### config.mk
export PLATFORM = sky130hd
export DESIGN_NAME = regfile_2r1w
export DESIGN_NICKNAME = d
export VERILOG_FILES = /design/src/rtl/regfile_2r1w.sv
export SDC_FILE = /design/constraint.sdc
export NUM_CORES = 2
export LEC_CHECK = 0
export CORE_ASPECT_RATIO = 0.5
export CORE_MARGIN = 2
export CORE_UTILIZATION = 63
export CTS_CLUSTER_DIAMETER = 30
export DETAILED_ROUTE_END_ITERATION = 10
export HOLD_SLACK_MARGIN = 0.08
export PLACE_DENSITY = 0.86
export REMOVE_ABC_BUFFERS = 1
export SLEW_MARGIN = 10
export SYNTH_ARGS = -nofsm -noshare
export SYNTH_HDL_FRONTEND = slang
export SYNTH_SLANG_ARGS = --single-unit
### constraint.sdc
create_clock -name clk -period 4.1 [get_ports clk]
set_input_delay 0.82 -clock clk [delete_from_list [all_inputs] [get_ports clk]]
set_output_delay 0.82 -clock clk [all_outputs]
set_load 0.005 [all_outputs]
### src/rtl/regfile_2r1w.sv
// Integer register file: 32 x DW, two combinational read ports with write bypass,
// one synchronous write port, and a per-register pending-write scoreboard for decode stalls.
module regfile_2r1w #(
    parameter int DW   = 32,
    parameter int AW   = 5,
    parameter int NREG = 32
) (
    input  logic            clk,
    input  logic            rst_n,
    input  logic            wen,
    input  logic [AW-1:0]   waddr,
    input  logic [DW-1:0]   wdata,
    input  logic [AW-1:0]   raddr1,
    input  logic            rs1_en,
    output logic [DW-1:0]   rdata1,
    input  logic [AW-1:0]   raddr2,
    input  logic            rs2_en,
    output logic [DW-1:0]   rdata2,
    input  logic            iss_en,
    input  logic [AW-1:0]   iss_rd,
    output logic            stall,
    output logic [NREG-1:0] busy_vec
);

    logic [DW-1:0]   regs_q [NREG];
    logic [NREG-1:0] busy_q;
    logic [NREG-1:0] busy_d;
    logic [NREG-1:0] pending;
    logic            issue_ok;

    // Storage for x0 is never written, so it stays at its reset value of zero.
    always_ff @(posedge clk or negedge rst_n) begin
        if (!rst_n) begin
            for (int i = 0; i < NREG; i++) begin
                regs_q[i] <= '0;
            end
        end else if (wen && (waddr != '0)) begin
            regs_q[waddr] <= wdata;
        end
    end

    // A register whose producer is writing back this cycle is no longer a hazard.
    generate
        for (genvar gi = 0; gi < NREG; gi++) begin : g_pending
            assign pending[gi] = busy_q[gi] && !(wen && (waddr == AW'(gi)));
        end
    endgenerate

    always_comb begin
        stall = 1'b0;
        if (rs1_en && (raddr1 != '0) && pending[raddr1]) stall = 1'b1;
        if (rs2_en && (raddr2 != '0) && pending[raddr2]) stall = 1'b1;
        if (iss_en && (iss_rd != '0) && pending[iss_rd]) stall = 1'b1;
    end

    assign issue_ok = iss_en && !stall && (iss_rd != '0);

    // Set is applied after clear so a new producer issued alongside a writeback stays outstanding.
    always_comb begin
        busy_d = busy_q;
        if (wen) busy_d[waddr] = 1'b0;
        if (issue_ok) busy_d[iss_rd] = 1'b1;
        busy_d[0] = 1'b0;
    end

    always_ff @(posedge clk or negedge rst_n) begin
        if (!rst_n) begin
            busy_q <= '0;
        end else begin
            busy_q <= busy_d;
        end
    end

    always_comb begin
        rdata1 = regs_q[raddr1];
        if (raddr1 == '0) begin
            rdata1 = '0;
        end else if (wen && (waddr == raddr1)) begin
            rdata1 = wdata;
        end
    end

    always_comb begin
        rdata2 = regs_q[raddr2];
        if (raddr2 == '0) begin
            rdata2 = '0;
        end else if (wen && (waddr == raddr2)) begin
            rdata2 = wdata;
        end
    end

    assign busy_vec = busy_q;

endmodule

==> metrics <==
status complete, but fails checks; failing checks setup timing; vias in the first global route ~44,000; P per Cell Area 512 nW/µm²; Final period util 105%; initial core utilization 63.5%; area growth from synthesis to layout 20.0%; Distinct cells, synth 67; clk sinks approximately 1,100; average size of a mapped cell around 15 µm²; grt ovf 0; crit path kind in2out; xor/xnor share of the synthesized area less than 1%; Main synth FF type dfrtp_1; top-level port count between 150 and 200; register area between 20,000 and 30,000 µm²; mux share of post-synthesis cell area around 45%; largest family of logic cells by synthesized area multiplexers; register area share after synthesis 46.0%; die area 93,700 µm²; Adder-Cell Fraction of Synth Area 0%; Die Wd between 400 and 500 µm; placed insts about 5,000; async set-reset flop share out of synthesis 100%; final instance area around 69,000 µm²; Final HPWL DP ~100,000 µm; Root Buffer clkbuf_16; largest net degree at the start of global routing 94; DP Area 63,000 µm²; Final Max Slew Viols 0; clk slew on worst S/H paths around 0.05 ns; Fin Setup TNS -0.248 ns; Final setup viols 3; Slew @ Worst Pin 1.01 ns; Final Hold Viols 0; CTS Buffer Depth 3; DRT Pass-1 Iters 6; most common cell after layout, fill and taps aside dfrtp_1; Post-synth EDFFs 0; HP Class in2async; CP max FO 14; CTS Hold Bufs 0; CP startpoint kind input pin; layout cells sized above 1 58.6%; Clock Latency Late Sink approximately 0.76 ns; Total GRT Usage about two fifths; CTS tree yes; via count 41,600; post-layout min period approximately 4.3 ns; # fillers 4,531; Yosys warning count 0; antenna violations before repair 7; DRC viols 0; post-route ant nets 0; CP required 3.28 ns; Leak Pwr a little under 30 nW; CTS Buf Count between 100 and 150; Net count, final roughly 4,100; Compound-Gate Fraction of Synth Area about 3.4%; post-synthesis simple-gate area fraction between 2 and 2.5%; reg-to-reg critical path startpoint busy_vec[6]$_DFF_PN0_; first-pass GRT wire length 286,000 µm; Syn Std Cell Area 57,400 µm²; R2R Setup Slk 1.57 ns; Port Buffers approximately 150; footprint of the multi-input gates 29,900 µm²; fin cells 5,336; endpoint class of the critical path output port; Via-to-Cell Ratio approximately 7.8; Rows 78; WL/cell ~37 µm; max cap viols 0; fin worst setup slack -0.210 ns; Final Util 76.2%; Critical Path AT 3.49 ns; core box area around 90,000 µm²; most frequent cells in the layout dfrtp_1 (1,055), mux2_2 (992), mux4_2 (602); WHS between 0.1 and 0.15 ns; die height between 200 and 250 µm; WL final 196,000 µm; Post-Syn Instances ~3,700; Max Fclk ~230 MHz; CP Launch Point raddr1[2]; normalized max-slew margin 32.9%; Seq cells post-synth between 1,000 and 1,500; gpl congestion 0.918; number of DRC violations after detailed-routing iteration 0 6,415; Max VDD drop about 0.49 mV; Max H-tree Level 4; clock skew 0.0299 ns
## where the power goes
group          switching [mW]  internal, mW
combinational            3.08          4.72
clock                    5.16          8.06
sequential               1.82          12.4
## per-layer routing
metal | up-vias | global-route usage [%] | part of all wire [%]
met5 | - | 0 | 0.054
met3 | 1133 | 15.4 | 14
met4 | 12 | 26.7 | 7.3
met2 | 3746 | 61.8 | 45
li1 | 15200 | - | -
met1 | 21400 | 52.8 | 34
## metrics by stage
| stage | power (mW) | setup WS (ns) |
|---|---|---|
| finish | 35.3 | -0.210 |
| CTS | 34.7 | -0.148 |
| floorplan | 18.2 | -1.49 |
| global placement | 20.8 | -0.703 |
| global route | 36.2 | -0.0369 |
| detailed placement | 21.4 | -0.681 |
## registers in the layout, indices dropped and copies added, names as in the netlist
register	cells
regs_q	1024
busy_vec	31
## final timing paths
path / end / cells after the start
min reg2reg: regs_q[1016]$_DFFE_PN0P_ / 0
max reg2reg: busy_vec[7]$_DFF_PN0_ / 7
min: regs_q[795]$_DFFE_PN0P_ / 1
min in group clk: regs_q[1016]$_DFFE_PN0P_ / 0
max: rdata1[28] / 9
max in group asynchronous: regs_q[175]$_DFFE_PN0P_ / 2
## cells in the mapped netlist, types with 4 or more instances
cell type | instances | area share (%)
dfrtp_1 | 1055 | 46
mux2_2 | 992 | 19
mux4_2 | 602 | 24
clkbuf_1 | 295 | 1.9
a211oi_1 | 133 | 1.7
mux2i_1 | 114 | 2.0
nor2_1 | 92 | 0.60
buf_1 | 70 | 0.46
buf_2 | 67 | 0.58
a21oi_1 | 44 | 0.38
nor2b_1 | 30 | 0.33
o21ai_0 | 28 | 0.24
o31ai_1 | 26 | 0.34
nand2_1 | 23 | 0.15
or2_2 | 21 | 0.23
and2_1 | 16 | 0.17
nand3_1 | 11 | 0.096
o211ai_1 | 9 | 0.12
xor2_1 | 9 | 0.14
nand2b_1 | 7 | 0.076
nor3_1 | 6 | 0.052
or3_1 | 6 | 0.065
nor4_1 | 5 | 0.054
o21ai_1 | 5 | 0.044
o311ai_0 | 5 | 0.076
inv_1 | 4 | 0.026
nor3b_1 | 4 | 0.052
o41ai_2 | 4 | 0.11
## worst max-delay path, stage by stage
cell           delay [ns]
buf_4                0.23
inv_4                0.33
buf_4                0.25
and2_1               0.15
a211oi_1             0.05
a211oi_1             0.83
a21oi_1              0.13
a211oi_1             0.39
dlygate4sd2_1        0.29
## cell type report
type	instances	area share, %
Antenna cell	5	0.0182
Clock buffer	172	5.69
Inverter	5	0.0309
Tap cell	1200	2.18
Multi-Input combinational cell	2243	43.4
Sequential cell	1055	38.3
Clock inverter	76	1.52
Timing Repair Buffer	580	8.85
## cell families after synthesis
group                     after synthesis
xor gates and xnor gates               12
buffers and inverters                 443
AOI/OAI and AO/OA                     275
DFF                                  1055
muxes                                1708
and+or+nand+nor                       247
other                                   1
## what timing repair did
| action | 4_1_cts | 5_1_grt |
|---|---|---|
| pin swaps | 10 | 13 |
| setup endpoints to repair | 64 | 23 |
| resized for setup | 155 | 41 |
| gates cloned | 3 | 1 |
| hold endpoints to repair | 0 | 0 |
| setup buffers | 15 | 15 |
(Power assumes the default switching activity.)
